$ cat config.mk
export PLATFORM = sky130hd
export DESIGN_NAME = multibyte_add_sequencer
export DESIGN_NICKNAME = d
export VERILOG_FILES = /design/src/rtl/multibyte_add_sequencer.sv
export SDC_FILE = /design/constraint.sdc
export NUM_CORES = 1
export LEC_CHECK = 0
export CAP_MARGIN = 10
export CORE_ASPECT_RATIO = 1.1
export CORE_UTILIZATION = 51
export DETAILED_ROUTE_END_ITERATION = 10
export PLACE_DENSITY = 0.85
export SKIP_CTS_REPAIR_TIMING = 1
export SLEW_MARGIN = 20
export SYNTH_ARGS = -nofsm -noshare
export SYNTH_HDL_FRONTEND = slang
export SYNTH_SLANG_ARGS = --single-unit
$ cat constraint.sdc
create_clock -name clk -period 7.2 [get_ports clk]
set_input_delay 0.72 -clock clk [delete_from_list [all_inputs] [get_ports clk]]
set_output_delay 0.72 -clock clk [all_outputs]
set_load 0.03 [all_outputs]
$ cat src/rtl/multibyte_add_sequencer.sv
// Multi-precision adder sequencer: streams NBYTES operand bytes LSB first through
// an external 8-bit adder, chaining carry. Optional subtract mode under `SUB_EN.
module multibyte_add_sequencer #(
  parameter int NBYTES = 4,
  parameter int W      = 8 * NBYTES
) (
  input  logic         clk,
  input  logic         rst,
  input  logic         in_valid,
  output logic         in_ready,
  input  logic [W-1:0] op_a,
  input  logic [W-1:0] op_b,
  input  logic         op_cin,
`ifdef SUB_EN
  input  logic         sub,
`endif
  output logic [7:0]   add_a,
  output logic [7:0]   add_b,
  output logic         add_cin,
  input  logic [7:0]   add_s,
  input  logic         add_cout,
  output logic         out_valid,
  input  logic         out_ready,
  output logic [W-1:0] out_sum,
  output logic         out_cout
);

  localparam int IW = (NBYTES > 1) ? $clog2(NBYTES) : 1;
  localparam logic [IW-1:0] LAST = IW'(NBYTES - 1);

  typedef enum logic [1:0] {
    IDLE = 2'd0,
    RUN  = 2'd1,
    DONE = 2'd2
  } state_t;

  state_t        r_state;
  state_t        w_next;
  logic [W-1:0]  r_a;
  logic [W-1:0]  r_b;
  logic [W-1:0]  r_sum;
  logic          r_c;
  logic          r_sub;
  logic [IW-1:0] r_idx;
  logic          w_accept;
  logic          w_sub_in;
  logic [7:0]    w_b_byte;

`ifdef SUB_EN
  assign w_sub_in = sub;
`else
  assign w_sub_in = 1'b0;
`endif

  assign w_accept = in_valid && (r_state == IDLE);

  always_ff @(posedge clk or posedge rst) begin
    if (rst) begin
      r_state <= IDLE;
    end else begin
      r_state <= w_next;
    end
  end

  always_comb begin
    w_next = r_state;
    unique case (r_state)
      IDLE: if (in_valid) w_next = RUN;
      RUN:  if (r_idx == LAST) w_next = DONE;
      DONE: if (out_ready) w_next = IDLE;
      default: w_next = IDLE;
    endcase
  end

  // Subtraction is A + ~B + 1; the forced carry-in is loaded at accept.
  always_ff @(posedge clk or posedge rst) begin
    if (rst) begin
      r_a   <= '0;
      r_b   <= '0;
      r_sum <= '0;
      r_c   <= 1'b0;
      r_sub <= 1'b0;
      r_idx <= '0;
    end else begin
      if (w_accept) begin
        r_a   <= op_a;
        r_b   <= op_b;
        r_sub <= w_sub_in;
        r_c   <= w_sub_in ? 1'b1 : op_cin;
        r_idx <= '0;
      end else if (r_state == RUN) begin
        r_sum[8*r_idx +: 8] <= add_s;
        r_c                 <= add_cout;
        r_idx               <= (r_idx == LAST) ? '0 : r_idx + 1'b1;
      end
    end
  end

  assign w_b_byte = r_b[8*r_idx +: 8];

  always_comb begin
    add_a   = 8'h00;
    add_b   = 8'h00;
    add_cin = 1'b0;
    if (r_state == RUN) begin
      add_a   = r_a[8*r_idx +: 8];
      add_b   = r_sub ? ~w_b_byte : w_b_byte;
      add_cin = r_c;
    end
  end

  assign in_ready  = (r_state == IDLE);
  assign out_valid = (r_state == DONE);
  assign out_sum   = r_sum;
  assign out_cout  = r_c;

endmodule
==> run_results.csv <==
group,metric,value,unit
status,status,"finished clean",
sta,max_freq,312,MHz
floorplanning,initial_core_util,53.5,%
worst_setup_path,rrSetupSlack,4.66,ns
yosys,synth_top_family_by_area,"multiplexers",
grt,track_usage,22.6,%
yosys,synth_mux_area_share,22.9,%
floorplanning,core,8500,um2
floorplanning,die_w,92.0,um
worst_setup_path,end_kind,"output pin",
cells_and_area,syn_to_final_growth,32.9,%
cells_and_area,num_antenna_cells,0,
yosys,synth_seq_cells,101,
clock_network,cts_buffer_depth,2,
clock_network,cts_sinks,101,
drt,vias_per_cell,5.34,
worst_setup_path,critical_path_required,6.48,ns
placed_design,gp_congestion,0.789,
yosys,synthAdderAreaFrac,1.65,%
placed_design,numPortBuffers,129,
drt,vias,3225,
drt,drt_pre_antenna_iters,4,
yosys,synth_compound_area_share,6.93,%
yosys,seq_area_frac_synth,55.6,%
power_and_ir_drop,p_per_area,480,nW/um2
placed_design,dp_hpwl,7.19,mm
worst_setup_path,path_max_fanout,16,
drt,drt_iter0_drc,96,
power_and_ir_drop,leakagePower,2.50,nW
grt,antenna_found_initial,0,
floorplanning,die_area,9300,um2
yosys,syn_area_per_cell,12.4,um2
drt,routed_wl,9.85,mm
clock_network,clk_transition_reported_paths,0.09,ns
power_and_ir_drop,vdd_drop_max,0.353,mV
clock_network,cts_max_level,3,
cells_and_area,multi_input_comb_area,1860,um2
grt,grt.overflow.total,0,
sta,relSlewSlack,43.9,%
cells_and_area,num-fill-cells,613,
min_path,min_path_type,"reg -> reg",
yosys,ys_top_cells_by_count,"101 x dfrtp_1, 65 x nand2_1, 64 x mux2_2, 32 x mux2i_1",
cells_and_area,final_util,71.1,%
grt,grt_pass1_vias,3317,
clock_network,cts_root_buffer,"clkbuf_8",
clock_network,cts_made_buffers,9,
sta,timing.final.max_slew_violations,0,
yosys,synth_area_leader_cell,"dfrtp_1",
yosys,syn_area,4550,um2
cells_and_area,regArea,2530,um2
worst_setup_path,crit_arrival,2.49,ns
floorplanning,io_pins,130,
sta,fin_crit_sh,44.6,%
sta,fin_skew,0.00899,ns
yosys,synth-simple-area-share,9.36,%
yosys,synth-warning-count,0,
drt,wl_per_cell,16.3,um
yosys,netlist.area_leader.share,55.6,%
yosys,synth_cell_type_count,33,
sta,rsz0062_at_grt,"no",
job,max_cap_violations,0,
yosys,synthXorXnorAreaFrac,0,%
sta,finalHoldViolCount,0,
yosys,synthCells,366,
yosys,synth.most_common_cell,"dfrtp_1",
sta,min_period,3.21,ns
sta,tns,0,ns
sta,worstMarginPinSlew,0.841,ns
floorplanning,rows,35,
yosys,synth_nets,450,
grt,grt_max_degree,67,
cells_and_area,nets,573,
yosys,synth-edff-count,0,
drt,drc,0,
worst_setup_path,crit_type,"reg -> out",
floorplanning,die_h,101,um
clock_network,cts_tree,"yes",
cells_and_area,drive_gt1_share,18.7,%
sta,setup_viol,0,
yosys,synth_ff_type,"dfrtp_1",
clock_network,clk_latency,0.35,ns
grt,grt_pass1_wl,16.1,mm
worst_setup_path,start_kind,"register",
yosys,yosys-top-cells-area,"dfrtp_1 56%, mux2_2 16%, mux2i_1 7.0%",
yosys,async_flop_share,100,%
drt,final_antenna_net_count,0,
-- report_power, final --
part / leakage [nW] / switching, W / total (W) / internal (W)
clock: 0.0884 / 0.000181 / 0.000324 / 0.000143
combinational: 1.16 / 0.000843 / 0.00156 / 0.000715
sequential: 1.25 / 0.000166 / 0.00102 / 0.000849
total: 2.50 / 0.00119 / 0.00290 / 0.00171
-- worst max-delay path, stage by stage, from the launching register on --
cell	delay, ns
dfrtp_1	0.62
and2b_4	0.26
nand2_2	0.22
o22ai_1	0.29
clkdlybuf4s50_1	0.74
-- state kept, by name, indices dropped and copies added (netlist names) --
register / cells
r_b: 32
r_a: 32
r_state: 2
out_sum: 32
r_idx: 2
out_cout: 1
-- area by class of cell --
class,count,area share (%)
clock buffer,12,2.57
clock inverter,3,0.352
multi-input combinational,240,30.8
timing repair buffer,132,21.7
sequential,101,41.9
inverter,5,0.352
tap,111,2.30
-- worst paths after layout --
check                                   startpoint  depth (start not counted)                      end
setup / recovery            r_state[0]$_DFFE_PP0P_                          4                 add_b[7]
hold / removal             out_sum[12]$_DFFE_PP0P_                          2  out_sum[12]$_DFFE_PP0P_
setup reg to reg              r_idx[0]$_DFFE_PP0P_                          6  out_sum[30]$_DFFE_PP0P_
hold reg to reg            out_sum[12]$_DFFE_PP0P_                          2  out_sum[12]$_DFFE_PP0P_
max in group asynchronous                      rst                          3      r_a[22]$_DFFE_PP0P_
min in group asynchronous                      rst                          2  out_sum[10]$_DFFE_PP0P_
-- layer usage --
metal	wire length [um]	vias to the layer above	GRT usage [%]
met5	0	-	0
met4	48	0	6.49
met3	827	4	7.54
met2	4900	129	37.1
met1	4070	1566	28.6
li1	-	1526	-
-- placed cells by master (no fill, tap or decap), types with 2 or more instances in the layout --
master and n:
mux2i_1 32, o22ai_1 17, o21ai_0 14, o41ai_1 2
clkbuf_8 11, nand2_2 2, clkdlybuf4s50_1 129, nand3b_1 2
nor2_1 2, dfrtp_1 100, buf_4 3, ha_1 6
o21ai_1 17, nand2_1 65, inv_1 4, mux2_2 64
-- metrics by stage --
step | std cells | total power [W] | setup WS, ns | instance area [um2] | hold WS [ns]
4_1_cts | 604 | 0.00291 | 3.99 | 6040 | 0.493
3_5_place_dp | 589 | 0.00259 | 4.39 | 5870 | 0.472
3_3_place_gp | 589 | 0.00255 | 4.48 | 5870 | 0.461
5_1_grt | 604 | 0.00307 | 3.89 | 6040 | 0.514
6_report | 604 | 0.00290 | 3.99 | 6040 | 0.490
2_1_floorplan | 366 | 0.00207 | 3.83 | 4550 | 0.480
-- cells by family (layout without fill, tap and decap cells) --
| logic type | count (synthesis) | count (layout) |
|---|---|---|
| flops | 101 | 101 |
| mux | 96 | 96 |
| simple gates | 83 | 83 |
| compound gates | 55 | 55 |
| buf+inv | 25 | 152 |
| fa+ha+maj | 6 | 6 |
Note: power is estimated with default switching activity, not from simulation.
